$ cat src/rtl/dlfloat_mul_seq.sv
// rtl/dlfloat_mul_seq.sv - iterative multi-cycle DLFloat16 multiplier with start/done handshake
//
// Purpose: computes c_mul = a * b on DLFloat16 operands ([15] sign, [14:9] exponent
// bias 31, [8:0] fraction, exp 0 = zero, exp 63 = inf/NaN) using a shift-add datapath
// that retires one multiplier bit per cycle. The latency is fixed at 12 cycles from the
// accepted start to done, for every operand class.
//
// Ports:
//   clk              in   rising-edge clock
//   rst_n            in   asynchronous active-low reset
//   start            in   request, accepted only while busy=0
//   a, b             in   16-bit operands, sampled on the accepted start
//   busy             out  high from the cycle after acceptance through the done cycle
//   done             out  one-cycle pulse; c_mul/exception_flags valid and held until next done
//   c_mul            out  16-bit product
//   exception_flags  out  {invalid, div_by_zero, overflow, underflow, inexact}
//
// Configuration: DLF_MUL_RNE_EN selects round-to-nearest-even; otherwise truncation.

module dlfloat_mul_seq (
  input  logic        clk,
  input  logic        rst_n,
  input  logic        start,
  input  logic [15:0] a,
  input  logic [15:0] b,
  output logic        busy,
  output logic        done,
  output logic [15:0] c_mul,
  output logic [4:0]  exception_flags
);

  localparam int          LATENCY    = 12;
  localparam int          MUL_CYCLES = LATENCY - 2;  // UNPACK and DONE take one cycle each
  localparam logic [15:0] QNAN       = 16'h7FFF;

  typedef enum logic [1:0] {S_IDLE, S_UNPACK, S_MUL, S_DONE} state_t;

  state_t             state, state_nx;
  logic [15:0]        a_q, b_q;
  logic               sign_q;
  logic signed [7:0]  exp_q;
  logic [9:0]         sig_a;
  logic [9:0]         mul_sr;
  logic [19:0]        acc;
  logic [3:0]         cnt;
  logic               spec_q;
  logic [15:0]        spec_res_q;
  logic [4:0]         spec_flags_q;

  // Operand classification (on the latched operands)
  logic        a_zero, a_inf, a_nan, b_zero, b_inf, b_nan, sgn;
  logic        spec_c;
  logic [15:0] spec_res_c;
  logic [4:0]  spec_flags_c;

  always_comb begin
    sgn    = a_q[15] ^ b_q[15];
    a_zero = (a_q[14:9] == 6'd0);
    b_zero = (b_q[14:9] == 6'd0);
    a_inf  = (a_q[14:9] == 6'h3F) && (a_q[8:0] == 9'd0);
    b_inf  = (b_q[14:9] == 6'h3F) && (b_q[8:0] == 9'd0);
    a_nan  = (a_q[14:9] == 6'h3F) && (a_q[8:0] != 9'd0);
    b_nan  = (b_q[14:9] == 6'h3F) && (b_q[8:0] != 9'd0);
    spec_c       = 1'b1;
    spec_res_c   = 16'h0000;
    spec_flags_c = 5'b00000;
    if (a_nan || b_nan || (a_inf && b_zero) || (a_zero && b_inf)) begin
      spec_res_c   = QNAN;
      spec_flags_c = 5'b10000;
    end else if (a_inf || b_inf) begin
      spec_res_c = {sgn, 6'h3F, 9'd0};
    end else if (a_zero || b_zero) begin
      spec_res_c = {sgn, 15'd0};
    end else begin
      spec_c = 1'b0;
    end
  end

  // Next accumulator value: MSB-first shift-add, so after MUL_CYCLES steps acc = sig_a * sig_b.
  logic [19:0] acc_nx;
  logic        last;

  always_comb begin
    acc_nx = {acc[18:0], 1'b0} + (mul_sr[9] ? {10'd0, sig_a} : 20'd0);
    last   = (cnt == 4'(MUL_CYCLES - 1));
  end

  // Normalise and round directly off acc_nx so the final MUL cycle also registers the result,
  // which keeps start-to-done at exactly LATENCY cycles.
  logic [9:0]        sig_n;
  logic [9:0]        disc;
  logic signed [7:0] exp_n, exp_f;
  logic              inexact_n, round_up;
  logic [10:0]       sig_r;
  logic [8:0]        frac_f;
  logic [15:0]       fin_res;
  logic [4:0]        fin_flags;

  always_comb begin
    if (acc_nx[19]) begin
      sig_n = acc_nx[19:10];
      disc  = acc_nx[9:0];
      exp_n = exp_q + 8'sd1;
    end else begin
      sig_n = acc_nx[18:9];
      disc  = {acc_nx[8:0], 1'b0};
      exp_n = exp_q;
    end
    inexact_n = |disc;
`ifdef DLF_MUL_RNE_EN
    // Guard bit decides; ties (no sticky bits) go to the even significand.
    round_up = disc[9] & ((|disc[8:0]) | sig_n[0]);
`else
    round_up = 1'b0;
`endif
    sig_r = {1'b0, sig_n} + {10'd0, round_up};
    if (sig_r[10]) begin
      frac_f = sig_r[9:1];
      exp_f  = exp_n + 8'sd1;
    end else begin
      frac_f = sig_r[8:0];
      exp_f  = exp_n;
    end
    if (exp_f > 8'sd62) begin
      fin_res   = {sign_q, 6'h3F, 9'd0};
      fin_flags = 5'b00101;
    end else if (exp_f < 8'sd1) begin
      fin_res   = {sign_q, 15'd0};
      fin_flags = 5'b00011;
    end else begin
      fin_res   = {sign_q, exp_f[5:0], frac_f};
      fin_flags = {4'b0000, inexact_n};
    end
  end

  // FSM next state and outputs
  always_comb begin
    state_nx = state;
    busy     = 1'b1;
    done     = 1'b0;
    case (state)
      S_IDLE: begin
        busy = 1'b0;
        if (start) state_nx = S_UNPACK;
      end
      S_UNPACK: state_nx = S_MUL;
      S_MUL:    if (last) state_nx = S_DONE;
      S_DONE: begin
        done     = 1'b1;
        state_nx = S_IDLE;
      end
      default:  state_nx = S_IDLE;
    endcase
  end

  always_ff @(posedge clk or negedge rst_n) begin
    if (!rst_n) begin
      state           <= S_IDLE;
      a_q             <= 16'd0;
      b_q             <= 16'd0;
      sign_q          <= 1'b0;
      exp_q           <= 8'sd0;
      sig_a           <= 10'd0;
      mul_sr          <= 10'd0;
      acc             <= 20'd0;
      cnt             <= 4'd0;
      spec_q          <= 1'b0;
      spec_res_q      <= 16'd0;
      spec_flags_q    <= 5'd0;
      c_mul           <= 16'd0;
      exception_flags <= 5'd0;
    end else begin
      state <= state_nx;
      case (state)
        S_IDLE: begin
          if (start) begin
            a_q <= a;
            b_q <= b;
          end
        end
        S_UNPACK: begin
          sign_q       <= sgn;
          exp_q        <= $signed({2'b00, a_q[14:9]}) + $signed({2'b00, b_q[14:9]}) - 8'sd31;
          sig_a        <= {1'b1, a_q[8:0]};
          mul_sr       <= {1'b1, b_q[8:0]};
          acc          <= 20'd0;
          cnt          <= 4'd0;
          spec_q       <= spec_c;
          spec_res_q   <= spec_res_c;
          spec_flags_q <= spec_flags_c;
        end
        S_MUL: begin
          acc    <= acc_nx;
          mul_sr <= {mul_sr[8:0], 1'b0};
          cnt    <= cnt + 4'd1;
          if (last) begin
            c_mul           <= spec_q ? spec_res_q : fin_res;
            exception_flags <= spec_q ? spec_flags_q : fin_flags;
          end
        end
        default: ;
      endcase
    end
  end

endmodule

$ cat config.mk
export PLATFORM = sky130hd
export DESIGN_NAME = dlfloat_mul_seq
export DESIGN_NICKNAME = d
export VERILOG_FILES = /design/src/rtl/dlfloat_mul_seq.sv
export SDC_FILE = /design/constraint.sdc
export NUM_CORES = 1
export LEC_CHECK = 0
export CORE_MARGIN = 10
export CORE_UTILIZATION = 45
export DETAILED_ROUTE_END_ITERATION = 12
export GPL_TIMING_DRIVEN = 1
export PLACE_DENSITY = 0.65
export SYNTH_ARGS = -nofsm -noshare
export SYNTH_HDL_FRONTEND = slang
export SYNTH_SLANG_ARGS = --single-unit
$ cat constraint.sdc
create_clock -name clk -period 3.7 [get_ports clk]
set_input_delay 0.74 -clock clk [delete_from_list [all_inputs] [get_ports clk]]
set_output_delay 0.74 -clock clk [all_outputs]
set_load 0.02 [all_outputs]
==> flow_summary.ini, run 1 <==
[route]
first_pass_iters = 4
drt_wl_total_um = 13160
drt-initial-drc-count = 254
wl_per_cell_um = 16.05
drc = 0
drtAntennaViolNets = 0
vias = 4516
vias_per_cell = 5.507

[outcome]
status = finished, final reports clean

[synthesis]
async_flop_share_pct = 100.0
synth_flop_cell = dfrtp_1
syn_nets = 658
synth_warnings = 0
synth_compound_area_share_pct = 13.23
postSynthCellCount = 593
synth_fa_ha_area_share_pct = 6.573
synthTopCellsByArea = dfrtp_1, mux2_2, ha_1
muxShareOfSynthArea_pct = 10.91
post-synth-top-area-cell = dfrtp_1
ys_seq_elements = 110
syn_area_sq_um = 5939
synth_top_family_by_area = simple AND/OR/NAND/NOR gates
synthTopCellsByCount = dfrtp_1, mux2_2, nand2_1
synth_seq_area_share_pct = 46.35
synth.most_common_cell = dfrtp_1
syn_area_per_cell_sq_um = 10.02
synth-edff-count = 0
yosys.area_share.simple_pct = 14.37
synth_cell_type_count = 54
synthDominantCellAreaShare_pct = 46.35
synth_xor_area_share_pct = 3.981

[clock_network]
tritoncts = done
cts_max_path_buffers = 2
numCtsBuffers = 9
path_clk_slew_ns = 0.08
cts_max_level = 3
cts.sinks = 110
cts-root-buf = clkbuf_16
post_cts_buffers = 0
insertion_delay_ns = 0.36

[critical_path]
worstPathRequired_ns = 3.97
endpoint_kind = flip-flop
path_max_fanout = 11
r2r_cells = 10
cp.arrival_ns = 3.71
critPathLaunchType = flip-flop
crit_type = flip-flop to flip-flop

[timing]
max_freq_ghz = 0.2901
min_period_ns = 3.448
tightest_slew_ns = 1.046
setup_violations = 0
tns_ns = 0
finClkSkew_ns = 0.008220
layout_setup_ws_ns = 0.2523
slew_headroom_pct = 30.29
finalCritPeriodShare_pct = 93.18
finalMaxSlewViolations = 0
hold_viol = 0

[global_routing]
grt_pass1_vias = 4633
grt_usage_pct = 15.16
grt_max_degree = 61
antenna_found_initial = 0
grt-ovfl-total = 0
grt_pass1_wl_um = 22760

[die]
die_h_um = 134.9
io_pins = 58
num_rows = 41
core_area_sq_um = 12770
start_util_pct = 46.50
die_w_um = 134.9
fp.dieArea_sq_um = 18190

[place]
dpl_worst_slack_ns = 0.1528
hpwlAfterDp_um = 9816
portBuffers = 56
gp_congestion = 0.9272

[layout]
utilization_pct = 54.81
diodes = 0
syn_to_final_growth_pct = 17.89
drive_gt1_share_pct = 13.73
nets = 708

[pwr]
power.density_nw_per_um2 = 764.4
swShare_pct = 39.81
ir_drop_uv = 378.5
leakagePower_uw = 0.002996
power_frac_clock_pct = 17.9
intPower_uw = 3221
power_switching_uw = 2131
combinationalPowerShare_pct = 44.3
p_seq_share_pct = 37.8

[worst_hold_path]
hold_class = input port to async pin

[flow_run]
max_cap_violations = 0
## worst max-delay path, cell delays in order, from the launching register on
cell and delay [ns]:
dfrtp_1 0.46, and2_1 0.18, ha_1 0.20, fa_1 0.44
a211oi_2 0.27, o21ai_2 0.13, a221o_2 0.45, a211oi_2 0.22
xnor2_1 0.19, o41a_4 0.57, a311oi_2 0.25
## cell usage in the layout, fill, tap and decap left out, drive strengths merged, types with 3 or more instances in the layout
master / n
nand4: 10
a21o: 7
ha: 28
inv: 42
nor3: 16
o22ai: 16
a311oi: 3
dfrtp: 110
nor2: 42
and2: 12
xnor2: 22
nand3: 30
and3: 4
a211oi: 12
o211ai: 3
a22oi: 3
nand2: 46
mux2: 46
nand2b: 4
o21ai: 28
buf: 13
clkbuf: 10
xor2: 5
clkdlybuf4s50: 55
a31oi: 4
mux2i: 13
nor4: 8
a21oi: 28
## path summary, 6_finish.rpt
check / end / from / slack, ns
min: acc[12] / rst_n / 0.41
min in group clk: sig_a[9] / sig_a[9] / 0.46
min reg2reg: sig_a[9] / sig_a[9] / 0.46
max in group asynchronous: acc[7] / rst_n / 2.53
max reg2reg: c_mul[0] / mul_sr[9] / 0.25
max: c_mul[0] / mul_sr[9] / 0.25
## power by group through the flow
stage | combinational [uW] | clock [uW] | sequential (uW)
4_1_cts | 2390 | 976 | 2020
5_1_grt | 2690 | 1030 | 2090
6_report | 2370 | 958 | 2020
2_1_floorplan | 1930 | 0 | 1880
3_5_place_dp | 2370 | 0 | 2040
3_3_place_gp | 2310 | 0 | 2020
## logic make-up (layout without fill, tap and decap cells)
| family | count (synthesis) | after routing |
|---|---|---|
| xor gates and xnor gates | 27 | 27 |
| and+or+nand+nor | 180 | 180 |
| DFF | 110 | 110 |
| AOI/OAI and AO/OA | 118 | 118 |
| buffers and inverters | 68 | 123 |
| muxes | 59 | 59 |
| adders and majority gates | 30 | 30 |
| other | 1 | 1 |
## final cells by class
class,instances,area (sq um)
multi-input combinational,415,2934
fill,1145,5772
clock inverter,6,53.80
inverter,39,146.4
tap,172,215.2
timing repair buffer,68,660.6
clock buffer,10,239.0
sequential,110,2753
## per-stage QoR
| stage | total power (uW) | area, sq um | cells | hold WS (ns) |
|---|---|---|---|---|
| floorplan | 3807 | 5939 | 593 | 0.4301 |
| global placement | 4328 | 6693 | 804 | 0.4477 |
| detailed placement | 4409 | 6693 | 804 | 0.4431 |
| CTS | 5385 | 6985 | 820 | 0.4273 |
| global route | 5807 | 7002 | 820 | 0.4593 |
| finish | 5352 | 7002 | 820 | 0.4116 |
## repair_timing
| action | CTS | global route |
|---|---|---|
| gates resized for setup | 0 | 3 |
| endpoints found under the setup margin | 0 | 15 |
| endpoints found under the hold margin | 0 | 0 |
| hold buffers | 0 | 0 |
## sequential cells by signal, summed over array words and instances (netlist names)
name and flops:
acc 19, a_q 16, b_q 16, c_mul 16, mul_sr 10, sig_a 10
exp_q 8, cnt 4, exception_flags 4, spec_res_q 3, state 2, sign_q 1
spec_q 1
## layer usage
layer  GRT usage [%]  routed length (um)  vias to the layer above
li1                -                   -                     2209
met5               0                   0                        -
met2           23.34                5852                      106
met1           19.68                6329                     2174
met4           7.316                 352                        0
met3           3.412                 625                       27
Power figures use the tool's default switching activity.
==> inputs of run 2 (changes only) <==
--- a/config.mk
+++ b/config.mk
@@ -5,6 +5,8 @@
 export SDC_FILE = /design/constraint.sdc
 export NUM_CORES = 1
 export LEC_CHECK = 0
+export ABC_AREA = 1
+export CAP_MARGIN = 10
 export CORE_MARGIN = 10
 export CORE_UTILIZATION = 45
 export DETAILED_ROUTE_END_ITERATION = 12
==> run 2 against run 1 <==
- first-iteration DRC count grew 13%
- cell area is 2.0% higher
- synthesized cell count increased by 28%
- maximum frequency is 11% higher
- via count increased by 12%
- utilization shrank 1.1 points
- setup slack better by 0.34 ns
- critical path type unchanged
- largest power group unchanged
- highest routed layer unchanged
==> flow_summary.ini, run 2 <==
[outcome]
status = finished, final reports clean

[place]
portBuffers = 56
gp_congestion = 0.9290
postPlaceCellArea_sq_um = 6848
hpwlAfterDp_um = 10640

[layout]
multi_input_area_sq_um = 2863
final-seq-area_sq_um = 2753
final_area_sq_um = 7139
diodes = 0
largest_reg_flops = 19
filler_cell_count = 1269
drive_gt1_share_pct = 7.702
nets = 878
largest-register = acc
final_cell_mix = nand2_1, dfrtp_1, inv_1
syn_to_final_growth_pct = 16.76
layout_commonest_cell = nand2_1

[global_routing]
grtUsageMet1_pct = 20.83
antenna_found_initial = 0
grt_pass1_vias = 4973
grt_max_degree = 60
grtUsageMet3_pct = 4.032
met2_usage_pct = 23.94
grt-ovfl-total = 0
grt_pass1_wl_um = 23850
busiest_layer = met2
grt_usage_pct = 15.60

[pwr]
ir_drop_uv = 396.5
power_switching_uw = 2554
swShare_pct = 44.15
power.density_nw_per_um2 = 810.4
power_frac_clock_pct = 16.2
p_seq_share_pct = 34.4
leakagePower_uw = 0.003527
combinationalPowerShare_pct = 49.4
intPower_uw = 3232

[timing]
finClkSkew_ns = 0.01432
finalCritPeriodShare_pct = 83.92
slew_headroom_pct = 41.98
setup_violations = 0
tightest_slew_ns = 0.8682
max_freq_ghz = 0.3221
whs_ns = 0.4472
hold_viol = 0
finalMaxSlewViolations = 0
rsz0062_at_grt = no
min_period_ns = 3.105
tns_ns = 0

[clock_network]
cts-root-buf = clkbuf_16
numCtsBuffers = 9
cts_max_level = 3
post_cts_buffers = 0
cts.sinks = 110
tritoncts = done
cts_max_path_buffers = 2
postCtsHoldBufs = 0
insertion_delay_ns = 0.36
cts_resized = 0
path_clk_slew_ns = 0.07

[route]
wl_per_cell_um = 13.89
first_pass_iters = 5
drt-initial-drc-count = 288
drc = 0
vias_per_cell = 5.071
drt_wl_total_um = 13810
drtAntennaViolNets = 0
vias = 5041

[synthesis]
ys_seq_elements = 110
async_flop_share_pct = 100.0
synthTopCellsByArea = dfrtp_1, nand2_1, inv_1
synth_flop_cell = dfrtp_1
syn_area_per_cell_sq_um = 8.024
synth_cell_type_count = 46
synth_seq_area_share_pct = 45.02
syn_nets = 827
syn_area_sq_um = 6115
postSynthCellCount = 762
synth.most_common_cell = nand2_1
synth_warnings = 0
synthDominantCellAreaShare_pct = 45.02
synthTopCellsByCount = nand2_1, dfrtp_1, inv_1
synth-edff-count = 0
post-synth-top-area-cell = dfrtp_1

[die]
die_h_um = 136.6
num_rows = 42
core_area_sq_um = 13300
start_util_pct = 45.99
die_w_um = 136.6
io_pins = 58
fp.dieArea_sq_um = 18650

[critical_path]
crit_chain = nand2_1 > inv_1 > ha_1 > fa_1 > nand3_1 > nand3_2 > nand3_2 > nand2_4 > o21ai_4 > nand2_1 > nor2_2 > nand2_2 > nand2_4 > inv_2 > nand3_1 > nand3b_1
crit_type = flip-flop to flip-flop
cp.arrival_ns = 3.34
critPathLaunchType = flip-flop
endpoint_kind = flip-flop
worstPathRequired_ns = 3.93
path_max_fanout = 24
cpMaxStageDelayCell = dfrtp_1
crit_path_max_incr_delay_ns = 0.48

[flow_run]
max_cap_violations = 0

[worst_hold_path]
hold_class = input port to async pin
-- run 2: changes by cell type in the layout (fill, tap and decap cells not counted), sizes merged, moves of 11 or more --
| cell | previous run | this run |
|---|---|---|
| and2 | 12 | 1 |
| o21ai | 28 | 42 |
| mux2 | 46 | 9 |
| nor2 | 42 | 85 |
| nand2 | 46 | 177 |
| a21oi | 28 | 46 |
| mux2i | 13 | 0 |
| a211oi | 12 | 1 |
| inv | 42 | 102 |
| xnor2 | 22 | 4 |
-- run 2: per-layer routing --
metal | vias to the layer above | part of all wire [%]
met5 | - | 0
met4 | 0 | 2.0
met3 | 21 | 5.4
met2 | 117 | 44
met1 | 2336 | 49
li1 | 2567 | -
-- run 2: cells by family (layout without fill, tap and decap cells) --
group                    count (synthesis)  in the layout  synth area share (%)
AND/OR/NAND/NOR                        345            345                 24.84
other                                    1              1               0.06133
adder cells (fa/ha/maj)                 30             30                 6.384
AO/OA/AOI/OAI                          122            122                 11.44
flip-flops                             110            110                 45.02
buffers and inverters                  128            184                 8.164
multiplexers                             9              9                 1.658
XOR/XNOR                                17             17                 2.435
-- run 2: cell type report --
cell class / count / area share (%)
Timing Repair Buffer: 65 / 8.763
Sequential cell: 110 / 38.56
Tap cell: 176 / 3.084
Clock buffer: 10 / 3.347
Clock inverter: 6 / 0.7361
Multi-Input combinational cell: 524 / 40.10
Inverter: 103 / 5.415
-- run 2: path summary, 6_finish.rpt --
path | slack, ns | cells past startpoint | to | from
setup / recovery | 0.60 | 16 | c_mul[12] | mul_sr[9]
min in group clk | 0.47 | 1 | cnt[3] | cnt[3]
hold reg to reg | 0.47 | 1 | cnt[3] | cnt[3]
setup reg to reg | 0.60 | 16 | c_mul[12] | mul_sr[9]
max in group asynchronous | 2.39 | 2 | acc[9] | rst_n
hold / removal | 0.45 | 1 | acc[5] | rst_n
-- run 2: power by group through the flow --
stage | Combinational, uW | Clock [uW] | Sequential [uW]
3_3_place_gp | 2760 | 0 | 2000
2_1_floorplan | 2130 | 0 | 1930
4_1_cts | 2870 | 965 | 1990
5_1_grt | 3290 | 1020 | 2050
3_5_place_dp | 2830 | 0 | 2010
6_report | 2860 | 940 | 1990
-- run 2: worst max-delay path: cells and delay by family (launching register included) --
kind / cells / cell delay, ns
adders and majority gates: 2 / 0.64
AOI/OAI and AO/OA: 1 / 0.30
DFF: 1 / 0.48
buffers and inverters: 2 / 0.10
and+or+nand+nor: 11 / 1.44
-- run 2: through the flow --
step	std cells	util [%]	total power [uW]	worst slack [ns]
floorplan	762	-	4059	0.9772
global route	994	53.70	6372	0.2651
CTS	994	53.70	5828	0.5875
finish	994	53.70	5786	0.5951
detailed placement	978	51.51	4842	0.6068
global placement	978	51.51	4759	0.7400
==> variant 1: new RTL, flow settings as in run 1 <==
The option `DLF_MUL_RNE_EN` is turned on by a define.
--- a/src/rtl/dlfloat_mul_seq.sv
+++ b/src/rtl/dlfloat_mul_seq.sv
@@ -18,2 +18,4 @@
 // Configuration: DLF_MUL_RNE_EN selects round-to-nearest-even; otherwise truncation.
+
+`define DLF_MUL_RNE_EN
 
Function: same outputs for any inputs over 10 cycles, from zero or initial values and one cycle with rst_n low; that may be too few to reach the edited logic, so the function may still have changed.
==> variant 1 against run 1 <==
  * Routed wire length increased by 53%
  * Critical path type unchanged
  * Sequential cell count unchanged
  * Area after synthesis increased by 20%
  * Total power increased by 30%
  * Worst setup slack got worse by 780 ps
  * Sequential power increased by 2%
  * Design area increased by 36%
  * Hold slack improved by 74 ps
  * The flow now finishes with violations (negative setup slack)
==> variant 1: results (changes against run 1) <==
| Metric | Value |
|---|---|
| # placed instances | 1084 (was 804) |
| Fin area | 9545 um^2 (was 7002 um^2) |
| Overflow after GRT | 0 (unchanged) |
| Initial DRT Pass Iterations | 8 (was 4) |
| Setup TNS | -7819 ps (was 0 ps) |
| Sequential fraction of the synthesis area | 0.3856 (was 0.4635) |
| Worst EP arrival | 4500 ps (was 3710 ps) |
| CP max-delay cell | dfrtp_2 (was o41a_4) |
| Post-synth top cells | dfrtp_1, nand2_1, nor2_1, mux2_2, inv_1 (was dfrtp_1, mux2_2, nand2_1, nor2_1, inv_1) |
| Root buffer cell | clkbuf_16 (unchanged) |
| Leak pwr | 3.966 nW (was 2.996 nW) |
| Worst-Margin Slew | 1034 ps (was 1046 ps) |
| Post-synthesis mux area share | 0.09956 (was 0.1091) |
| Compound-Gate Fraction of Synth Area | 0.1898 (was 0.1323) |
| Clk_skew | 11.15 ps (was 8.220 ps) |
| Status | finished with violations (was complete, no violations) |
| Final Setup Violations | 18 (was 0) |
| DR vias | 6487 (was 4516) |
| Crit-path max FO | 7 (was 11) |
| Syn nets | 829 (was 658) |
| Logic power comb | 3.93 mW (was 2.37 mW) |
| Routability cong. | 0.8990 (was 0.9272) |
| Crit path largest cell delay | 450 ps (was 570 ps) |
| Ys Warns | 0 (unchanged) |
| DPL Wire Length | 14.53 mm (was 9.816 mm) |
| PD cells | 730.4 nW/um^2 (was 764.4 nW/um^2) |
| Clk_lat worst skew | 370 ps |
| Total GRT Usage | 0.1825 (was 0.1516) |
| Worst IR drop on VDD | 0.0005209 V (was 0.0003785 V) |
| Largest cells by area after synthesis | dfrtp_1, mux2_2, ha_1 (unchanged) |
| Failing checks | negative setup slack |
| XOR/XNOR Fraction of Synth Area | 0.05521 (was 0.03981) |
| Internal | 4.001 mW (was 3.221 mW) |
| Power Clock | 0.971 mW (was 0.958 mW) |
| NumNets Final | 975 (was 708) |
| Ys async rst share | 1.000 (unchanged) |
| Syn_area_per_cell | 9.368 um^2 (was 10.02 um^2) |
| Filler cells | 1263 (was 1145) |
| Largest net degree at the start of global routing | 67 (was 61) |
| Number of buffers added on ports | 56 (unchanged) |
| Post-Place Setup Slack | -613.6 ps (was 152.8 ps) |
| Post-Synth Adder-Cell Area | 0.05819 (was 0.06573) |
| Setup ws final | -524.3 ps (was 252.3 ps) |
| Max Root-Sink Buffers | 2 (unchanged) |
| # diodes | 0 (unchanged) |
| Initial DRC count | 435 (was 254) |
| Synth unique cells | 78 (was 54) |
| Total length of routed wires | 20.11 mm (was 13.16 mm) |
| Layout cells sized above 1 | 0.2892 (was 0.1373) |
| First-pass GRT wire length | 32.72 mm (was 22.76 mm) |
| Area post-placement | 8633 um^2 (was 6693 um^2) |
| Via-to-Cell Ratio | 5.771 (was 5.507) |
==> variant 1: changes by cell type after synthesis, sizes merged, moves of 6 or more <==
cell / before / now
nor3: 16 / 24
a31oi: 4 / 11
a21oi: 28 / 37
buf: 9 / 16
xnor2: 22 / 29
clkbuf: 20 / 26
o21a: 0 / 6
nor2: 42 / 50
nand3: 30 / 23
o21ai: 28 / 44
xor2: 5 / 16
nand2: 46 / 58
==> variant 1: final timing paths <==
check | from | to | slack, ps | cells past startpoint
min in group clk | sig_a[9] | sig_a[9] | 490 | 1
min | rst_n | acc[14] | 490 | 1
max | mul_sr[9] | c_mul[7] | -520 | 17
max in group asynchronous | rst_n | mul_sr[9] | 2460 | 2
min reg2reg | sig_a[9] | sig_a[9] | 490 | 1
max reg2reg | mul_sr[9] | c_mul[7] | -520 | 17
==> variant 1: worst max-delay path, delay by kind of cell (launching register included) <==
family	cells	cell delay [ps]
compound gates	6	1730
buf+inv	5	710
flops	1	450
simple gates	3	430
xor+xnor	1	280
fa+ha+maj	1	260
mux	1	260
==> variant 1: layer usage <==
layer / wire, um / up-vias / global-route usage
met2: 9904 / 210 / 0.3098
met5: 0 / - / 0
li1: - / 3069 / -
met4: 418 / 0 / 0.05157
met3: 1043 / 39 / 0.04688
met1: 8748 / 3169 / 0.2229
==> variant 1: layout make-up <==
type                            count  share of cell area
Inverter                           42             0.01652
Clock inverter                      6            0.006554
Multi-Input combinational cell    569              0.4779
Tap cell                          211             0.02766
Sequential cell                   110              0.2885
Timing Repair Buffer              176              0.1589
Clock buffer                       10             0.02399
==> variant 1: timing repair <==
item / CTS / global route
cloned: 1 / 1
gates resized for setup: 56 / 39
pin swaps: 34 / 29
buffers inserted: 9 / 14
endpoints found under the setup margin: 18 / 18
==> variant 2: new RTL, settings of run 1 <==
Without the edit above. Register the input `b` before use. The logic sees it one clock later. The other inputs are not delayed to match.
--- a/src/rtl/dlfloat_mul_seq.sv
+++ b/src/rtl/dlfloat_mul_seq.sv
@@ -37,2 +37,8 @@
 
+  logic [15:0] b_r;
+
+  always_ff @(posedge clk) begin
+    b_r <= b;
+  end
+
   state_t             state, state_nx;
@@ -177,3 +183,3 @@
             a_q <= a;
-            b_q <= b;
+            b_q <= b_r;
           end
Formal check against the unedited RTL: same outputs for any inputs over 10 cycles, from zero or initial values and one cycle with rst_n low; that may be too few to reach the edited logic, so the function may still have changed.
==> variant 2 against run 1 <==
  * Design area up 11%
  * Global-route usage is 0.85 points lower
  * Routed wire length is 4.8% higher
  * Via count is 3.6% higher
  * Worst setup slack worse by 72 ps
  * Non-clock buffer count is the same
  * Total power is 18% higher
  * Area after synthesis grew 8.6%
  * Sequential cell count increased by 16
  * Largest power group unchanged
  * Highest routed layer unchanged
==> variant 2: results (changes against run 1) <==
| Metric | Value |
|---|---|
| Status | complete, no violations (unchanged) |
| Clock-cell share of area | 0.07072 (was 0.04182) |
| Clk_lat worst skew | 420 ps (was 360 ps) |
| Met1 global-route usage | 0.1773 (was 0.1968) |
| Clk_skew | 6.934 ps (was 8.220 ps) |
| Syn nets | 688 (was 658) |
| Flop2flop setup slack | 180 ps (was 250 ps) |
| Filler cells | 1241 (was 1145) |
| Signal buf overhead | 0.08486 (was 0.09435) |
| R2R depth | 12 (was 10) |
| M1 WL | 6.458 mm (was 6.329 mm) |
| NumNets Final | 750 (was 708) |
| Worst IR drop on VDD | 0.0003597 V (was 0.0003785 V) |
| Via-to-Cell Ratio | 5.329 (was 5.507) |
| Initial DRC count | 148 (was 254) |
| Sequential share of cell area | 0.3947 (was 0.3931) |
| Layout cells sized above 1 | 0.1662 (was 0.1373) |
| Largest net degree at the start of global routing | 66 (was 61) |
| FF-to-FF End | c_mul[12] (was c_mul[0]) |
| Total length of routed wires | 13.79 mm (was 13.16 mm) |
| Sequential fraction of the synthesis area | 0.4764 (was 0.4635) |
| Worst slew margin | 0.2915 (was 0.3029) |
| Crit path largest cell delay | 450 ps (was 570 ps) |
| Routability cong. | 0.8387 (was 0.9272) |
| Number of global-route vias before repair | 4732 (was 4633) |
| Synth unique cells | 61 (was 54) |
| Met2 GRT Util | 0.2326 (was 0.2334) |
| Clock-pin slew on the worst setup and hold paths | 60 ps (was 80 ps) |
| CTS buffer count | 17 (was 9) |
| CP max-delay cell | dfrtp_1 (was o41a_4) |
| Leak pwr | 3.265 nW (was 2.996 nW) |
| Multi-input combinational area share | 0.4024 (was 0.4190) |
| Inverters | 38 (was 39) |
| Largest cells by area after synthesis | dfrtp_1, mux2_2, ha_1 (unchanged) |
| Initial DRT Pass Iterations | 5 (was 4) |
| Ys async rst share | 0.8730 (was 1.000) |
| Detail Route met3 WL | 556 um (was 625 um) |
## variant 2: metrics by stage
step	hold WS [ps]	std cells	util	cell area (um^2)	worst slack (ps)
finish	323.9	878	0.5565	7785	180.6
global route	384.1	878	0.5565	7785	6.332
CTS	356.7	877	0.5556	7772	163.2
detailed placement	448.2	845	0.5163	7222	190.6
global placement	442.8	845	0.5163	7222	276.4
floorplan	430.1	623	-	6450	433.9
## variant 2: where the power goes
| part | switching [mW] | total, mW | leakage (nW) | internal, mW |
|---|---|---|---|---|
| Sequential | 0.390 | 2.20 | 1.51 | 1.81 |
| Clock | 0.633 | 1.55 | 0.266 | 0.920 |
| Combinational | 1.37 | 2.55 | 1.49 | 1.18 |
## variant 2: logic make-up after synthesis
| kind of cell | share of synthesized area |
|---|---|
| buf+inv | 0.03860 |
| xor+xnor | 0.03919 |
| mux | 0.1156 |
| other cells | 0.0005814 |
| simple gates | 0.1412 |
| compound gates | 0.1278 |
| fa+ha+maj | 0.06052 |
| flops | 0.4764 |
